===== src/rtl/pyrm_fetch_queue.sv =====
// Instruction fetch unit with a DEPTH-entry {pc,inst} queue and branch predecode.
// Define PYRM_FETCH_JAL_REDIRECT_EN to redirect on JAL internally; otherwise JAL waits for branch_pc.
module pyrm_fetch_queue #(
  parameter int          DEPTH    = 4,
  parameter logic [63:0] RESET_PC = 64'h80000000,
  parameter int          IMEM_AW  = 14
) (
  input  logic               clk,
  input  logic               reset_pyri,
  input  logic [63:0]        branch_pc_pyri,
  input  logic               branch_pc_valid_pyri,
  output logic               branch_pc_retry_pyro,
  output logic               imem_req_pyro,
  output logic [IMEM_AW-1:0] imem_addr_pyro,
  input  logic [31:0]        imem_data_pyri,
  output logic [63:0]        pc_pyro,
  output logic               pc_valid_pyro,
  input  logic               pc_retry_pyri,
  output logic [31:0]        inst_pyro,
  output logic               inst_valid_pyro,
  input  logic               inst_retry_pyri,
  output logic               dbg_wait_branch_pyro
);

  // Handshakes: a transfer happens on a rising edge where valid is high and every
  // retry signal on that channel is low; valid data is held stable while retried.

  localparam int PW = (DEPTH > 1) ? $clog2(DEPTH) : 1;
  localparam int CW = PW + 1;

  localparam logic [6:0] OP_BRANCH = 7'b1100011;
  localparam logic [6:0] OP_JALR   = 7'b1100111;
  localparam logic [6:0] OP_JAL    = 7'b1101111;

  typedef enum logic {RUNNING = 1'b0, WAIT_BRANCH = 1'b1} state_e;

  state_e         state_q, state_d;
  logic [63:0]    fetch_pc_q, fetch_pc_d;
  logic           inflight_q, inflight_d;
  logic [63:0]    inflight_pc_q, inflight_pc_d;
  logic [PW-1:0]  wr_ptr_q, wr_ptr_d, rd_ptr_q, rd_ptr_d;
  logic [CW-1:0]  count_q, count_d;

  logic [63:0]    pc_mem   [DEPTH];
  logic [31:0]    inst_mem [DEPTH];

  logic           space;
  logic           push;
  logic           pop;
  logic           req;
  logic [63:0]    req_pc;
  logic           branch_retry;
  logic [6:0]     opcode;
  logic           is_stall;

  assign opcode = imem_data_pyri[6:0];
  assign push   = inflight_q;
  // Occupancy counts the outstanding request so a response always has a slot.
  assign space  = (count_q + CW'(inflight_q)) < CW'(DEPTH);

`ifdef PYRM_FETCH_JAL_REDIRECT_EN
  logic        is_jal;
  logic [63:0] jal_imm;
  logic [63:0] jal_target;
  assign is_stall   = (opcode == OP_BRANCH) || (opcode == OP_JALR);
  assign is_jal     = (opcode == OP_JAL);
  assign jal_imm    = {{43{imem_data_pyri[31]}}, imem_data_pyri[31], imem_data_pyri[19:12],
                       imem_data_pyri[20], imem_data_pyri[30:21], 1'b0};
  assign jal_target = inflight_pc_q + jal_imm;
`else
  assign is_stall = (opcode == OP_BRANCH) || (opcode == OP_JALR) || (opcode == OP_JAL);
`endif

  always_comb begin
    state_d       = state_q;
    fetch_pc_d    = fetch_pc_q;
    inflight_d    = 1'b0;
    inflight_pc_d = inflight_pc_q;
    req           = 1'b0;
    req_pc        = fetch_pc_q;
    branch_retry  = 1'b1;
    case (state_q)
      RUNNING: begin
        if (inflight_q && is_stall) begin
          state_d = WAIT_BRANCH;
`ifdef PYRM_FETCH_JAL_REDIRECT_EN
        end else if (inflight_q && is_jal) begin
          if (space) begin
            req        = 1'b1;
            req_pc     = jal_target;
            fetch_pc_d = jal_target + 64'd4;
          end else begin
            fetch_pc_d = jal_target;
          end
`endif
        end else if (space) begin
          req        = 1'b1;
          fetch_pc_d = fetch_pc_q + 64'd4;
        end
      end
      WAIT_BRANCH: begin
        branch_retry = !space;
        if (branch_pc_valid_pyri && space) begin
          req        = 1'b1;
          req_pc     = branch_pc_pyri;
          fetch_pc_d = branch_pc_pyri + 64'd4;
          state_d    = RUNNING;
        end
      end
      default: state_d = RUNNING;
    endcase
    if (req) begin
      inflight_d    = 1'b1;
      inflight_pc_d = req_pc;
    end
  end

  // Outputs are forced to their idle values while reset is held.
  assign imem_req_pyro        = req && !reset_pyri;
  assign imem_addr_pyro       = req_pc[IMEM_AW+1:2];
  assign branch_pc_retry_pyro = branch_retry || reset_pyri;
  assign pc_valid_pyro        = (count_q != '0) && !reset_pyri;
  assign inst_valid_pyro      = pc_valid_pyro;
  assign pc_pyro              = pc_valid_pyro ? pc_mem[rd_ptr_q] : 64'd0;
  assign inst_pyro            = pc_valid_pyro ? inst_mem[rd_ptr_q] : 32'd0;
  assign dbg_wait_branch_pyro = (state_q == WAIT_BRANCH);

  assign pop      = pc_valid_pyro && !pc_retry_pyri && !inst_retry_pyri;
  assign wr_ptr_d = wr_ptr_q + PW'(push);
  assign rd_ptr_d = rd_ptr_q + PW'(pop);
  assign count_d  = count_q + CW'(push) - CW'(pop);

  always_ff @(posedge clk or posedge reset_pyri) begin
    if (reset_pyri) begin
      state_q       <= RUNNING;
      fetch_pc_q    <= RESET_PC;
      inflight_q    <= 1'b0;
      inflight_pc_q <= 64'd0;
      wr_ptr_q      <= '0;
      rd_ptr_q      <= '0;
      count_q       <= '0;
    end else begin
      state_q       <= state_d;
      fetch_pc_q    <= fetch_pc_d;
      inflight_q    <= inflight_d;
      inflight_pc_q <= inflight_pc_d;
      wr_ptr_q      <= wr_ptr_d;
      rd_ptr_q      <= rd_ptr_d;
      count_q       <= count_d;
    end
  end

  always_ff @(posedge clk) begin
    if (push) begin
      pc_mem[wr_ptr_q]   <= inflight_pc_q;
      inst_mem[wr_ptr_q] <= imem_data_pyri;
    end
  end

endmodule


===== config.mk =====
export PLATFORM = sky130hd
export DESIGN_NAME = pyrm_fetch_queue
export DESIGN_NICKNAME = d
export VERILOG_FILES = /design/src/rtl/pyrm_fetch_queue.sv
export SDC_FILE = /design/constraint.sdc
export NUM_CORES = 1
export LEC_CHECK = 0
export CORE_ASPECT_RATIO = 1.1
export CORE_MARGIN = 5
export CORE_UTILIZATION = 39
export CTS_BUF_LIST = sky130_fd_sc_hd__clkbuf_4 sky130_fd_sc_hd__clkbuf_8 sky130_fd_sc_hd__clkbuf_16
export CTS_CLUSTER_DIAMETER = 80
export DETAILED_ROUTE_END_ITERATION = 8
export HOLD_SLACK_MARGIN = 0.1
export PLACE_DENSITY_LB_ADDON = 0.05
export SKIP_LAST_GASP = 1
export SLEW_MARGIN = 0
export SYNTH_ARGS = -nofsm -noshare
export SYNTH_HDL_FRONTEND = slang
export SYNTH_SLANG_ARGS = --single-unit

===== constraint.sdc =====
create_clock -name clk -period 7.9 [get_ports clk]
set_clock_uncertainty 0.2 [all_clocks]
set_input_delay 1.58 -clock clk [delete_from_list [all_inputs] [get_ports clk]]
set_output_delay 1.58 -clock clk [all_outputs]
set_load 0.01 [all_outputs]

==> results.json, run 1 <==
{
  "synth_seq_cells": 521,
  "synth_top_area_share": 0.490,
  "slew_viol_final": 0,
  "crit-reg2reg-launch": "dbg_wait_branch_pyro",
  "detail-route-antenna-nets": 0,
  "regToRegEndpoint": "fetch_pc_q[57]",
  "async_reset_ff_frac": 0.263,
  "postCtsResizedCells": 0,
  "place_congestion": 0.794,
  "via_per_inst": 5.42,
  "wirelength_um": 61500,
  "grt_max_degree": 95,
  "p_int_w": 0.00719,
  "die_w_um": 244,
  "leakagePower_nw": 9.83,
  "power.share.clock": 0.240,
  "cts_root_buffer": "clkbuf_16",
  "drv_cap": 0,
  "synth_top_cells_by_area": "edfxtp_1 49%, dfrtp_1 14%, mux4_2 9.2%",
  "peakVddDrop_v": 0.000240,
  "routedWlPerCell_um": 22.4,
  "cp-startpoint": "reset_pyri",
  "yosys_warnings": 0,
  "synth_cell_types": 67,
  "track_usage": 0.186,
  "cp.required_ns": 6.12,
  "setup_viol": 0,
  "rsz0062_at_grt": "false",
  "fp.dieArea_um2": 65300,
  "fillers": 5342,
  "max_freq_mhz": 174,
  "post_synth.cell_area_avg_um2": 13.4,
  "fin_ws_ns": 2.15,
  "rrSetupSlack_ns": 3.48,
  "numCtsBuffers": 55,
  "yosysMostFrequentCell": "edfxtp_1",
  "drcViolationCount": 0,
  "dp_slack_ns": 2.00,
  "swShare": 0.341,
  "hold_violations": 0,
  "initial_utilization": 0.394,
  "clk_latency_ns": 0.61,
  "ys_seq_area_frac": 0.636,
  "path_class": "in -> out",
  "place_hpwl_um": 38900,
  "grt_pass1_wl_um": 94400,
  "initialDrtViolationCount": 935,
  "synth.cell_area_um2": 23500,
  "power_frac_seq": 0.410,
  "syn_to_final_growth_pct": 20.2,
  "cts_tree": "done",
  "p_comb_frac": 0.350,
  "fin_tns_setup_ns": 0,
  "worstMarginPinSlew_ns": 1.05,
  "hp-start": "fetch_pc_q[1]",
  "core_area_um2": 59700,
  "top_level_ports": 216,
  "syn-num-nets": 1857,
  "multiInputGateArea_um2": 8050,
  "nNetsFinal": 2035,
  "numPortBuffers": 215,
  "fin_crit_sh": 0.728,
  "netSwitchingPower_w": 0.00372,
  "grt_antenna_before_repair": 9,
  "start_kind": "input port",
  "yosys.area.top_type": "edfxtp_1",
  "clock_sinks": 521,
  "synth_flop_cell": "edfxtp_1",
  "seq_area_um2": 15000,
  "crit_fanout": 64,
  "instances_no_fill": 2747,
  "crit_path_end_kind": "output pin",
  "slew_headroom": 0.298,
  "critPathArrivalTime_ns": 3.97,
  "synth_edf_count": 384,
  "drive_gt1_frac": 0.127,
  "htree_num_levels": 2,
  "grt_overflow": 0,
  "dp_cells": 2638,
  "rows": 94,
  "synthCells": 1749,
  "hold_class": "reg -> reg",
  "grt_pass1_vias": 15400,
  "ff2ff_path_depth": 8,
  "ys_top_cells_by_count": "384 x edfxtp_1, 263 x nand2_1, 136 x dfrtp_1",
  "cts_hold_buf": 0,
  "die_y_um": 268,
  "clk_path_buf_depth": 3,
  "vias": 14900,
  "worst_setup_hold_path_clk_slew_ns": 0.06,
  "firstDrtPassIters": 4,
  "status": "finished, final reports clean",
  "finalCriticalPeriod_ns": 5.75,
  "post_cts.repair.setup_buffers": 0,
  "crit_path_end": "pc_pyro[30]",
  "power.density_nw_per_um2": 386
}
stage by stage:
step,instance area [um2],hold WS [ns],util,total power (W)
final,28300,0.278,0.473,0.0109
after global routing,28300,0.311,0.473,0.0116
after CTS,28300,0.280,0.473,0.0111
after detailed placement,26400,0.263,0.442,0.00846
after global placement,26400,0.257,0.442,0.00837
after floorplan,23500,0.241,-,0.00692
cell families (layout without fill, tap and decap cells):
logic type	count (synthesis)	after routing	synth area share
XOR/XNOR	52	52	0.0194
AO/OA/AOI/OAI	224	224	0.0633
flip-flops	521	521	0.636
other	0	5	0
buffers and inverters	131	356	0.0242
adder cells (fa/ha/maj)	7	7	0.00372
multiplexers	139	139	0.110
AND/OR/NAND/NOR	675	675	0.143
registers in the layout (all words and copies together) (netlist names):
name / cells
count_q: 3
inflight_pc_q: 64
rd_ptr_q: 2
fetch_pc_q: 64
inst_mem: 128
inflight_q: 1
pc_mem: 256
wr_ptr_q: 2
dbg_wait_branch_pyro: 1
placed cells by master, fill, tap and decap left out, drive strengths merged, types with 5 or more instances in the layout:
master / n
nor2: 99
o21ai: 48
clkinv: 15
and2: 101
xnor2: 26
nor4: 6
nand4: 19
nand2b: 6
mux2i: 38
a22oi: 32
buf: 26
mux4: 96
nor3: 23
o221ai: 17
and3: 17
inv: 13
nor2b: 9
xor2: 26
mux2: 5
nand3b: 46
nand3: 60
o211ai: 10
a21oi: 32
nand2: 263
clkbuf: 80
diode: 5
a31oi: 47
nor3b: 5
ha: 7
dfrtp: 136
o22a: 8
edfxtp: 384
clkdlybuf4s50: 215
bufinv: 5
how the worst min path moves through the flow:
stage / to / slack, ns / cells past startpoint
finish: fetch_pc_q[1] / 0.28 / 2
global route: fetch_pc_q[0] / 0.31 / 2
CTS: fetch_pc_q[1] / 0.28 / 2
detailed placement: fetch_pc_q[0] / 0.26 / 2
global placement: fetch_pc_q[0] / 0.26 / 2
floorplan: fetch_pc_q[0] / 0.24 / 2
critical path, stage by stage:
cell	delay [ns]
clkdlybuf4s50_1	0.59
nor2_4	0.72
buf_12	0.30
and2_1	0.17
clkdlybuf4s50_1	0.54
layout make-up:
cell class                      instances  share of cell area
Sequential cell                       521               0.530
Multi-Input combinational cell       1097               0.285
Timing Repair Buffer                  241              0.0844
Clock buffer                           80              0.0560
Tap cell                              768              0.0340
Clock inverter                         24             0.00912
Inverter                               11             0.00168
Antenna cell                            5            0.000443
power by group through the flow:
stage / clock network, W / registers (W) / logic, W
global route: 0.00282 / 0.00458 / 0.00421
detailed placement: 0 / 0.00455 / 0.00391
global placement: 0 / 0.00450 / 0.00387
CTS: 0.00270 / 0.00449 / 0.00392
floorplan: 0 / 0.00428 / 0.00264
finish: 0.00262 / 0.00447 / 0.00382
metal layers:
metal | up-vias | GRT usage | share of wire
li1 | 6947 | - | -
met1 | 7578 | 0.247 | 0.44
met2 | 270 | 0.319 | 0.50
met3 | 86 | 0.0358 | 0.042
met4 | 6 | 0.0453 | 0.022
met5 | - | 0 | 0.00036
(Power assumes the default switching activity.)
==> inputs of run 2 (changes only) <==
clock period = 5 ns   (was 7.9 ns; I/O delays follow)
==> run 2 against run 1 <==
First-iteration DRC count down 8.0%. Final cell count grew 0.25%. Design area rose by 0.96%. Sequential share of layout area is 0.51 points lower. Critical path depth rose by 3. Combinational power up 63%. Setup slack worse by 1.7 ns. Total power up 62%. Sequential power rose by 56%. Via count is 0.91% higher. Global-route usage increased by 0.20 points. Largest cell class unchanged. Largest power group unchanged. Highest routed layer unchanged.
==> results.json, run 2 (synthesis results as in run 1) <==
{
  "status": "finished, final reports clean",
  "routedWlPerCell_um": 22.5,
  "drv_cap": 0,
  "drive_gt1_frac": 0.132,
  "p_comb_frac": 0.353,
  "largest_reg_flops": 256,
  "fin_util": 0.478,
  "place_congestion": 0.821,
  "post_cts.repair.setup_buffers": 0,
  "seq_area_um2": 15000,
  "hold_class": "reg -> reg",
  "clk_path_buf_depth": 3,
  "critPathArrivalTime_ns": 3.37,
  "cts_tree": "done",
  "wirelength_um": 62000,
  "cts_hold_buf": 0,
  "die_w_um": 244,
  "swShare": 0.340,
  "worst_setup_hold_path_clk_slew_ns": 0.06,
  "detail-route-antenna-nets": 0,
  "grt_max_degree": 138,
  "grt_antenna_before_repair": 7,
  "peakVddDrop_v": 0.000568,
  "crit_path_end_kind": "output pin",
  "final_common_cell": "edfxtp_1",
  "syn_to_final_growth_pct": 21.4,
  "firstDrtPassIters": 5,
  "clk_latency_ns": 0.62,
  "grt_pass1_vias": 15500,
  "cp.required_ns": 3.80,
  "via_per_inst": 5.45,
  "finalCriticalPeriod_ns": 4.57,
  "htree_num_levels": 2,
  "max_freq_mhz": 219,
  "multiInputGateArea_um2": 8050,
  "rrSetupSlack_ns": 1.11,
  "start_kind": "register",
  "power.share.clock": 0.251,
  "setup_viol": 0,
  "final_cell_mix": "384 x edfxtp_1, 263 x nand2_1, 215 x clkdlybuf4s50_1",
  "crit_fanout": 19,
  "path_class": "reg -> out",
  "core_area_um2": 59700,
  "rsz0062_at_grt": "false",
  "p_int_w": 0.0116,
  "leakagePower_nw": 9.95,
  "place_hpwl_um": 38900,
  "fin_crit_sh": 0.915,
  "fp.dieArea_um2": 65300,
  "largest-register": "pc_mem",
  "track_usage": 0.188,
  "initialDrtViolationCount": 860,
  "netSwitchingPower_w": 0.00599,
  "vias": 15000,
  "fillers": 5308,
  "initial_utilization": 0.394,
  "fin_tns_setup_ns": 0,
  "clock_sinks": 521,
  "grt_overflow": 0,
  "rows": 94,
  "numCtsBuffers": 56,
  "drcViolationCount": 0,
  "power.density_nw_per_um2": 617,
  "slew_viol_final": 0,
  "die_y_um": 268,
  "nNetsFinal": 2042,
  "cts_root_buffer": "clkbuf_16",
  "power_frac_seq": 0.396,
  "postCtsResizedCells": 0,
  "hold_violations": 0,
  "top_level_ports": 216,
  "slew_headroom": 0.271,
  "worstMarginPinSlew_ns": 1.09,
  "grt_pass1_wl_um": 95900,
  "numPortBuffers": 215,
  "reg.largest.list": "pc_mem x256, inst_mem x128"
}
==> run 2: cell types whose count changed in the layout (fill, tap and decap cells not counted), sizes merged <==
cell,delta
buf,+6
bufinv,+3
clkbuf,-3
clkinv,+3
diode,-1
inv,-1
==> run 2: critical path, stage by stage, from the launching register on <==
cell	delay, ns
dfrtp_1	0.49
ha_1	0.26
ha_1	0.18
xnor2_1	0.14
buf_4	0.22
and3_2	0.56
o21ai_4	0.12
nor2_1	0.19
clkdlybuf4s50_1	0.58
==> run 2: per-layer routing <==
metal | up-vias | part of all wire | GRT usage
met5 | - | 0.00089 | 0
met4 | 8 | 0.018 | 0.0413
li1 | 6973 | - | -
met1 | 7653 | 0.43 | 0.246
met3 | 81 | 0.047 | 0.0371
met2 | 308 | 0.50 | 0.328
==> run 2: path summary, 6_finish.rpt <==
| path | from | end | cells past startpoint |
|---|---|---|---|
| worst max-delay path | inflight_q | imem_req_pyro | 8 |
| worst min-delay path | fetch_pc_q[1] | fetch_pc_q[1] | 2 |
| worst max register to register | dbg_wait_branch_pyro | fetch_pc_q[57] | 7 |
| worst min register to register | fetch_pc_q[1] | fetch_pc_q[1] | 2 |
| max in group asynchronous | reset_pyri | inflight_pc_q[11] | 3 |
| min in group asynchronous | reset_pyri | fetch_pc_q[11] | 3 |
==> run 2: metrics by stage <==
stage                     instance area [um2]  std cells  setup WS, ns  power (W)  hold slack, ns
after global routing                    28500       2750         0.255     0.0187           0.335
after CTS                               28500       2750         0.331     0.0179           0.274
after floorplan                         23500       1749        0.0571     0.0109           0.241
after global placement                  26500       2644         0.504     0.0134           0.263
final                                   28500       2754         0.426     0.0176           0.276
after detailed placement                26500       2644         0.452     0.0135           0.261
==> run 2: cell type report <==
class | count | area share
Clock inverter | 29 | 0.0134
Inverter | 11 | 0.00162
Antenna cell | 4 | 0.000351
Tap cell | 768 | 0.0337
Sequential cell | 521 | 0.525
Multi-Input combinational cell | 1097 | 0.282
Timing Repair Buffer | 247 | 0.0882
Clock buffer | 77 | 0.0562
==> run 2: power by group through the flow <==
stage | clock network [W] | logic (W) | registers, W
4_1_cts | 0.00454 | 0.00639 | 0.00700
5_1_grt | 0.00470 | 0.00685 | 0.00713
3_5_place_dp | 0 | 0.00638 | 0.00708
6_report | 0.00442 | 0.00621 | 0.00698
3_3_place_gp | 0 | 0.00634 | 0.00703
2_1_floorplan | 0 | 0.00417 | 0.00675
==> inputs of run 3 (changes only) <==
CTS_CLUSTER_SIZE = 12   (was not set)
==> run 3 against run 2 <==
Count of clock-buffer cells in the layout increased by 13. Wire length increased by 0.18%. Hold slack lost 0.00099 ns. Critical path depth unchanged. Die area unchanged. Register-to-register slack lost 0.05 ns. Sequential power about the same. Flip-flop and latch count stayed put. Largest power group unchanged. Fmax rose by 0.87%. Combinational power hardly changed. Critical path type unchanged. Global-route usage rose by 0.058 points. Via count fell by 0.27%.
==> results.json, run 3 (synthesis results as in run 1) <==
{
  "vias": 15000,
  "crit_path_end_kind": "output pin",
  "rows": 94,
  "hold_class": "reg -> reg",
  "htree_num_levels": 2,
  "max_freq_mhz": 221,
  "whs_ns": 0.275,
  "routedWlPerCell_um": 22.7,
  "largest_reg_flops": 256,
  "via_per_inst": 5.47,
  "syn_to_final_growth_pct": 19.7,
  "fp.dieArea_um2": 65300,
  "critPathSlowestCell": "clkdlybuf4s50_1",
  "finalInstanceArea_um2": 28200,
  "fin_crit_sh": 0.907,
  "cts_root_buffer": "clkbuf_16",
  "peakVddDrop_v": 0.000563,
  "fin_util": 0.471,
  "numPortBuffers": 215,
  "grt_max_degree": 138,
  "setup_viol": 0,
  "crit_fanout": 19,
  "drive_gt1_frac": 0.128,
  "reg.largest.list": "pc_mem x256, inst_mem x128",
  "worst_path_largest_cell_delay_ns": 0.58,
  "power.density_nw_per_um2": 601,
  "detail-route-antenna-nets": 0,
  "top_level_ports": 216,
  "crit_path_frequent_cell": "ha_1",
  "grt_pass1_vias": 15500,
  "hold_violations": 0,
  "path_cells": "ha_1 -> ha_1 -> xnor2_1 -> buf_4 -> and3_2 -> o21ai_4 -> nor2_1 -> clkdlybuf4s50_1",
  "rsz0062_at_grt": "false",
  "numCtsBuffers": 49,
  "status": "finished, final reports clean",
  "finalCriticalPeriod_ns": 4.53,
  "final_common_cell": "edfxtp_1",
  "die_y_um": 268,
  "die_w_um": 244,
  "drv_cap": 0,
  "worstMarginPinSlew_ns": 1.08,
  "nNetsFinal": 2035,
  "slew_viol_final": 0,
  "post_cts.repair.setup_buffers": 0,
  "postCtsResizedCells": 0,
  "grt_overflow": 0,
  "initialDrtViolationCount": 966,
  "fillers": 5351,
  "path_class": "reg -> out",
  "fin_tns_setup_ns": 0,
  "clk_latency_ns": 0.59,
  "leakagePower_nw": 9.78,
  "grt_antenna_before_repair": 7,
  "cts_tree": "done",
  "drcViolationCount": 0,
  "firstDrtPassIters": 5,
  "final_cell_mix": "384 x edfxtp_1, 263 x nand2_1, 215 x clkdlybuf4s50_1",
  "track_usage": 0.189,
  "largest-register": "pc_mem",
  "worst_setup_hold_path_clk_slew_ns": 0.07,
  "critPathArrivalTime_ns": 3.33,
  "initial_utilization": 0.394,
  "clk_path_buf_depth": 3,
  "cp.required_ns": 3.80,
  "place_congestion": 0.821,
  "dpl_cell_area_um2": 26500,
  "start_kind": "register",
  "slew_headroom": 0.281,
  "place_hpwl_um": 38900,
  "wirelength_um": 62100,
  "core_area_um2": 59700,
  "clock_sinks": 521,
  "cts_hold_buf": 0,
  "grt_pass1_wl_um": 96200
}
==> run 3: changes by cell type in the layout (fill, tap and decap cells not counted) <==
| cell | change |
|---|---|
| clkinvlp_4 | -1 |
| diode_2 | -1 |
| clkinv_4 | -1 |
| clkbuf_8 | -4 |
| clkinv_2 | -12 |
| inv_6 | -2 |
| clkinv_1 | -3 |
| clkbuf_4 | +23 |
| clkbuf_16 | -6 |
| bufinv_16 | -8 |
==> run 3: final cells by class <==
cell class | instances | area (um2) | area share
Tap cell | 768 | 961 | 0.0341
Clock buffer | 90 | 1570 | 0.0558
Antenna cell | 3 | 7.51 | 0.000267
Multi-Input combinational cell | 1097 | 8050 | 0.286
Sequential cell | 521 | 15000 | 0.532
Inverter | 11 | 46.3 | 0.00164
Timing Repair Buffer | 247 | 2520 | 0.0894
Clock inverter | 2 | 36.3 | 0.00129
==> run 3: power by group <==
| group | switching [W] | internal [W] | total [W] |
|---|---|---|---|
| combinational | 0.00341 | 0.00280 | 0.00621 |
| clock | 0.00160 | 0.00213 | 0.00373 |
| sequential | 0.000818 | 0.00616 | 0.00698 |
| total | 0.00584 | 0.0111 | 0.0169 |
==> run 3: routing by layer <==
| metal | vias up | share of wire | routed length, um | track usage |
|---|---|---|---|---|
| met1 | 7670 | 0.43 | 26800 | 0.248 |
| li1 | 6928 | - | - | - |
| met3 | 74 | 0.047 | 2890 | 0.0368 |
| met4 | 8 | 0.015 | 945 | 0.0372 |
| met5 | - | 0.00080 | 50 | 0 |
| met2 | 302 | 0.51 | 31500 | 0.330 |
==> run 3: critical path: cells and delay by family (launching register included) <==
kind                       cells  cell delay, ns
adders and majority gates      2            0.43
buffers and inverters          2            0.79
xor gates and xnor gates       1            0.14
and+or+nand+nor                2            0.73
AOI/OAI and AO/OA              1            0.12
DFF                            1            0.50
==> run 3: per-stage QoR <==
stage / total power (W) / setup slack [ns] / cells
after floorplan: 0.0109 / 0.0571 / 1749
after global placement: 0.0134 / 0.504 / 2644
final: 0.0169 / 0.465 / 2739
after global routing: 0.0180 / 0.281 / 2736
after CTS: 0.0173 / 0.359 / 2736
after detailed placement: 0.0135 / 0.452 / 2644
==> run 3: path summary, 6_finish.rpt <==
kind	startpoint	depth (start not counted)	to	slack, ns
setup / recovery	inflight_q	8	imem_req_pyro	0.47
hold / removal	fetch_pc_q[1]	2	fetch_pc_q[1]	0.27
setup reg to reg	dbg_wait_branch_pyro	7	fetch_pc_q[57]	1.06
hold reg to reg	fetch_pc_q[1]	2	fetch_pc_q[1]	0.27
max in group asynchronous	reset_pyri	3	inflight_pc_q[50]	2.83
min in group asynchronous	reset_pyri	3	fetch_pc_q[4]	0.99
